==> src/rtl/bidir_piso_serializer.sv <==
// Parallel-in/serial-out feeder for the bidirectional shift-register receiver.
// Latency: first bit one cycle after acceptance, then one bit per non-held cycle.
// Backpressure: load_ready low while a word is in flight; hold stalls shifting. Macro SER_BACK2BACK_EN allows reload on the last bit.
module bidir_piso_serializer #(
  parameter int WIDTH = 4
) (
  input  logic             clk,
  input  logic             reset,
  input  logic             load_valid,
  output logic             load_ready,
  input  logic [WIDTH-1:0] load_data,
  input  logic             load_dir,
  input  logic             hold,
  output logic             serial_out,
  output logic             shift_out,
  output logic             dir_out,
  output logic             busy,
  output logic             done
);

  localparam int CW = (WIDTH > 2) ? $clog2(WIDTH) : 1;
  localparam logic [CW-1:0] LAST = CW'(WIDTH - 1);

  typedef enum logic {IDLE, SHIFT} state_t;

  state_t           state, state_n;
  logic [WIDTH-1:0] sreg, sreg_n;
  logic             dir_q, dir_n;
  logic [CW-1:0]    cnt, cnt_n;
  logic             last;

  always_ff @(posedge clk) begin
    if (reset) begin
      state <= IDLE;
      sreg  <= '0;
      dir_q <= 1'b0;
      cnt   <= '0;
    end else begin
      state <= state_n;
      sreg  <= sreg_n;
      dir_q <= dir_n;
      cnt   <= cnt_n;
    end
  end

  always_comb begin
    state_n    = state;
    sreg_n     = sreg;
    dir_n      = dir_q;
    cnt_n      = cnt;
    load_ready = 1'b0;
    shift_out  = 1'b0;
    done       = 1'b0;
    last       = (cnt == LAST);
    case (state)
      IDLE: begin
        load_ready = ~reset;
        if (load_valid && load_ready) begin
          sreg_n  = load_data;
          dir_n   = load_dir;
          cnt_n   = '0;
          state_n = SHIFT;
        end
      end
      SHIFT: begin
        shift_out = ~hold & ~reset;
        done      = ~hold & ~reset & last;
        if (!hold) begin
          // Shift toward the end being presented so the next bit lands there.
          sreg_n = dir_q ? {sreg[WIDTH-2:0], 1'b0} : {1'b0, sreg[WIDTH-1:1]};
          cnt_n  = cnt + CW'(1);
          if (last) begin
            state_n = IDLE;
            cnt_n   = '0;
`ifdef SER_BACK2BACK_EN
            load_ready = ~reset;
            if (load_valid && load_ready) begin
              sreg_n  = load_data;
              dir_n   = load_dir;
              state_n = SHIFT;
            end
`endif
          end
        end
      end
      default: state_n = IDLE;
    endcase
  end

  assign busy       = (state == SHIFT);
  assign dir_out    = dir_q;
  assign serial_out = (state == SHIFT) & (dir_q ? sreg[WIDTH-1] : sreg[0]);

endmodule

==> config.mk <==
export PLATFORM = sky130hd
export DESIGN_NAME = bidir_piso_serializer
export DESIGN_NICKNAME = d
export VERILOG_FILES = /design/src/rtl/bidir_piso_serializer.sv
export SDC_FILE = /design/constraint.sdc
export NUM_CORES = 1
export LEC_CHECK = 0
export BUFFER_PORTS_ARGS = -buffer_cell sky130_fd_sc_hd__buf_2
export CAP_MARGIN = 20
export CORE_UTILIZATION = 25
export CTS_BUF_LIST = sky130_fd_sc_hd__clkbuf_2
export CTS_CLUSTER_DIAMETER = 30
export DETAILED_ROUTE_END_ITERATION = 6
export HOLD_SLACK_MARGIN = 0.08
export SYNTH_ARGS = -nofsm -noshare
export SYNTH_HDL_FRONTEND = slang
export SYNTH_SLANG_ARGS = --single-unit
==> constraint.sdc <==
create_clock -name clk -period 1.3 [get_ports clk]
set_input_delay 0.13 -clock clk [delete_from_list [all_inputs] [get_ports clk]]
set_output_delay 0.13 -clock clk [all_outputs]
set_load 0.02 [all_outputs]
Yosys cells after proc, flatten, opt, wreduce, memory -nomap -nowiden
Cells that the tools add are included.
{"block": "classes", "n_addsub": 1, "eq_ne": 3, "n_mux": 16, "n_bitwise": 6, "n_reduce_logical": 3}
{"cell": "two-way mux 4 bit", "n": 3}
{"cell": "case mux 4 bit (2 select lines)", "n": 1}
{"cell": "two-way mux 1 bit", "n": 7}
{"cell": "two-way mux 2 bit", "n": 3}
{"cell": "!= test 2 bit, second input constant", "n": 2}
{"cell": "case mux 2 bit (2 select lines)", "n": 1}
{"cell": "AND reduction 2 bit", "n": 2}
{"cell": "AND 1 bit", "n": 3}
{"cell": "inverter 1 bit", "n": 3}
{"cell": "adder 2 x 1 -> 2 bit, second input constant", "n": 1}
{"cell": "== test 2 bit, second input constant", "n": 1}
{"cell": "case mux 1 bit (2 select lines)", "n": 1}
{"cell": "logical AND 1 bit", "n": 1}
{"block": "word_totals", "ff_bits": 8, "in_bits": 9, "output_inout_bits": 6, "wordCells": 33}

Longest topological paths before layout
{"block": "depth", "word_depth": 4, "depth_mapped": 4}

Worst setup path before layout
OpenSTA, ideal clock, no wires.
{"block": "synth_timing", "kind": "flip-flop to output port", "from": "register state (netlist: busy)", "to": "output port done", "arrival_time_ps": 1239, "t_required_ps": 1170, "slack_ps": -69, "path_stages_with_launch": 4, "cell_sequence": "dfxtp_1 -> nand2b_1 -> nor2_1 -> and2_1"}
{"block": "synth_between", "elab_chain_cells": 1}
{"item": "start: declaration", "line_no": "26", "source": "state_t state, state_n;"}
{"item": "start signal: assignment", "line_no": "39", "source": "state <= state_n;"}
{"item": "two-way mux 1 bit", "line_no": "55", "source": "case (state)"}
{"item": "end: declaration", "line_no": "18", "source": "output logic done"}
Every way passes these cells.

Worst setup path in the final report
{"block": "layout_timing", "from": "register state (netlist: busy)", "to": "output port serial_out"}
{"block": "layout_between", "elab_chain_cells": 1}
{"item": "AND 1 bit", "line_no": "92", "source": "assign serial_out = (state == SHIFT) & (dir_q ? sreg[WIDTH-1] : sreg[0]);"}
{"item": "end: declaration", "line_no": "14", "source": "output logic serial_out,"}
Every way passes these cells.

==> PnR_summary.wiki <==
{| class="wikitable"
! Metric !! Value
|-
| Outcome || finished clean
|-
| Pre-CTS worst setup slack || just under 0.2 ns
|-
| Mapped cell area || ~450 um2
|-
| Post-Syn Nets || 64
|-
| Number of iterations in the first detailed-routing pass || 2
|-
| Number of warning messages in the yosys log || 0
|-
| Req. time, crit path || 1.17 ns
|-
| Critical path startpoint category || flop
|-
| Type of the worst setup path || reg2out
|-
| Global-route wire length before repair || around 1.5 mm
|-
| Clock Path Buffers || 2
|-
| Crit Path Max Fanout || 11
|-
| Pins Over Slew Limit || 0
|-
| Part of the Yosys area used for sequential elements || 0.3565
|-
| Slew at the pin with the worst max-slew slack || about 0.24 ns
|-
| Die Span X || about 44 um
|-
| Detail Route Antenna Nets || 0
|-
| Count of antenna diodes in the layout || 0
|-
| Data arrival time at the worst-slack endpoint || ~1.1 ns
|-
| Max Clock Skew || approximately 0.0047 ns
|-
| H-tree Lvls || 1
|-
| Minimum clock period after layout || around 1.2 ns
|-
| Post-layout worst setup margin || about 0.083 ns
|-
| Initial core utilization || 0.2818
|-
| Slew headroom || 0.8384
|-
| Number of placed instances with taps included || 90
|-
| Yosys cell types || 23
|-
| # IOs || 15
|-
| Die area || 1970 um2
|-
| Synthesized area per cell || a little over 8 um2
|-
| HP Class || in2reg
|-
| Final Cell Area || 564.3 um2
|-
| Detailed router's first-iteration violation count || 3
|-
| Global-route total usage across every layer || 0.1109
|-
| Number of endpoints with negative hold slack in the final report || 0
|-
| Clock latency on the worst-skew pair || between 0.2 and 0.3 ns
|-
| CP endpoint kind || primary output
|-
| DP Area || 541.8 um2
|-
| Number of failing setup endpoints in the final timing report || 0
|-
| Number of placement rows || 14
|-
| Overall overflow remaining after global route || 0
|-
| Post-synthesis cell type with the largest combined area || sky130_fd_sc_hd__dfxtp_1
|-
| Share of post-route cells with drive strength above 1 || 0.3478
|-
| RSZ-0062 raised after global routing || false
|-
| Gate Count Post-Synth || 54
|-
| Root buffer cell || sky130_fd_sc_hd__clkbuf_2
|-
| Aggregate routed wire length || about 920 um
|-
| Wire length per cell after detailed routing || 9.882 um
|-
| Synth top area cells || sky130_fd_sc_hd__dfxtp_1 36%, sky130_fd_sc_hd__mux2i_1 8.9%, sky130_fd_sc_hd__nand2b_1 7.0%, sky130_fd_sc_hd__nor2_1 5.0%, sky130_fd_sc_hd__a21oi_1 4.5%
|-
| Static leakage || ~0.24 nW
|-
| Vias in the first global route || ~340
|-
| Final routed DRC violation total || 0
|-
| Count of maximum capacitance violations || 0
|-
| Hpwl dp || about 680 um
|-
| Clock net sink count || 8
|-
| Antenna violations before repair || 0
|-
| Worst-case register-to-register setup slack || around 0.21 ns
|-
| Maximum number of pins on one net before global-route repair || 13
|-
| Area added between synthesis and finish || 25.63%
|-
| Synth top area share || 0.3565
|-
| I/O Buffers || 14
|-
| Max IR drop VDD || between 0.4 and 0.5 mV
|-
| Routed vias || between 400 and 500
|-
| Die Ht || roughly 44 um
|-
| Maximum clock rate || ~0.8 GHz
|-
| Crit share post-route || 0.9360
|-
| Routability cong. || about 0.75
|-
| Flop and latch count out of synthesis || 8
|-
| Floorplan core area || 1594 um2
|-
| Sum of negative setup slack || 0 ns
|-
| Final non-filler cell total || 93
|-
| Clock buffer count from CTS || 3
|-
| TritonCTS clock tree || done
|-
| Number of vias per cell after detailed routing || 4.441
|-
| Final cell utilization of the core || 0.3540
|-
| Total number of nets in the final design || 81
|-
| Clock slew at the register clock pins of the worst setup and hold paths || around 0.080 ns
|-
| PwrDens || 970.0 nW/um2
|}
per-layer routing:
layer,GRT usage,up-vias,part of all wire
met5,0,-,0
met4,0.09091,0,0.034
met3,0.06531,5,0.089
met2,0.1294,16,0.33
met1,0.1407,171,0.54
li1,-,221,-
flip-flops by register name, indices dropped and copies added (netlist names):
| register | flops |
|---|---|
| sreg | 4 |
| cnt | 2 |
| busy | 1 |
| dir_out | 1 |
logic make-up (layout without fill, tap and decap cells):
logic type               Yosys count  after routing  synth area share
flip-flops                         8              8            0.3565
adder cells (fa/ha/maj)            1              1           0.02785
buffers and inverters              3             18           0.03900
AO/OA/AOI/OAI                     11             11            0.1616
multiplexers                       4              4           0.08914
AND/OR/NAND/NOR                   27             27            0.3259
report_power, final:
| part | internal [mW] | total [mW] | switching, mW |
|---|---|---|---|
| Sequential | 0.263 | 0.282 | 0.0188 |
| Combinational | 0.0522 | 0.111 | 0.0592 |
| Clock | 0.0629 | 0.154 | 0.0914 |
worst max-delay path, cell delays in order, from the launching register on:
cell	delay (ns)
sky130_fd_sc_hd__dfxtp_4	0.39
sky130_fd_sc_hd__buf_4	0.17
sky130_fd_sc_hd__nor2b_1	0.12
sky130_fd_sc_hd__buf_2	0.16
worst paths after layout:
| kind | from | end | depth (start not counted) |
|---|---|---|---|
| worst min-delay path | load_dir | dir_out$_SDFFE_PP0P_ | 3 |
| worst max-delay path | busy$_SDFF_PP0_ | serial_out | 3 |
| worst max register to register | cnt[0]$_SDFFE_PP0P_ | cnt[0]$_SDFFE_PP0P_ | 3 |
| worst min register to register | cnt[1]$_SDFFE_PP0P_ | cnt[1]$_SDFFE_PP0P_ | 2 |
cell usage after synthesis (all sizes together):
| cell | count |
|---|---|
| nand3 | 1 |
| or3 | 1 |
| nand2 | 4 |
| nor4 | 2 |
| a21oi | 4 |
| nand3b | 1 |
| o21ai | 2 |
| nor2b | 2 |
| mux2i | 4 |
| nand2b | 5 |
| a311oi | 2 |
| and2b | 1 |
| a211oi | 1 |
| nor2 | 7 |
| and2 | 2 |
| dfxtp | 8 |
| o2bb2ai | 2 |
| or2 | 1 |
| ha | 1 |
| buf | 3 |
layout by cell type (no fill, tap or decap), types with 2 or more instances in the layout:
cell type                   Yosys  final
sky130_fd_sc_hd__mux2i_1        4      4
sky130_fd_sc_hd__buf_4          1      2
sky130_fd_sc_hd__nor2_2         1      2
sky130_fd_sc_hd__nor2_1         6      5
sky130_fd_sc_hd__nor2b_1        2      2
sky130_fd_sc_hd__o21ai_1        2      2
sky130_fd_sc_hd__nand2_1        4      4
sky130_fd_sc_hd__dfxtp_1        8      6
sky130_fd_sc_hd__a21oi_1        4      4
sky130_fd_sc_hd__nor4_1         2      2
sky130_fd_sc_hd__nand2b_1       5      5
sky130_fd_sc_hd__o2bb2ai_1      2      2
sky130_fd_sc_hd__a311oi_1       2      2
sky130_fd_sc_hd__clkbuf_2       0      3
sky130_fd_sc_hd__buf_2          2     13
stage by stage:
step,hold slack (ns),power [mW]
floorplan,0.2772,0.3646
global placement,0.3726,0.3995
detailed placement,0.3760,0.3990
CTS,0.1097,0.5572
global route,0.1195,0.5875
finish,0.1165,0.5474
layout make-up:
class | count | area, um2
fill | 176 | 1030
multi-input combinational | 43 | 274.0
sequential | 8 | 165.2
timing repair buffer | 15 | 80.08
tap | 24 | 30.03
clock buffer | 3 | 15.01
repair_timing:
item,4_1_cts,5_1_grt
setup buffers,0,0
hold buffers,0,0
setup endpoints to repair,2,2
gates resized for setup,2,2
(Power assumes the default switching activity.)
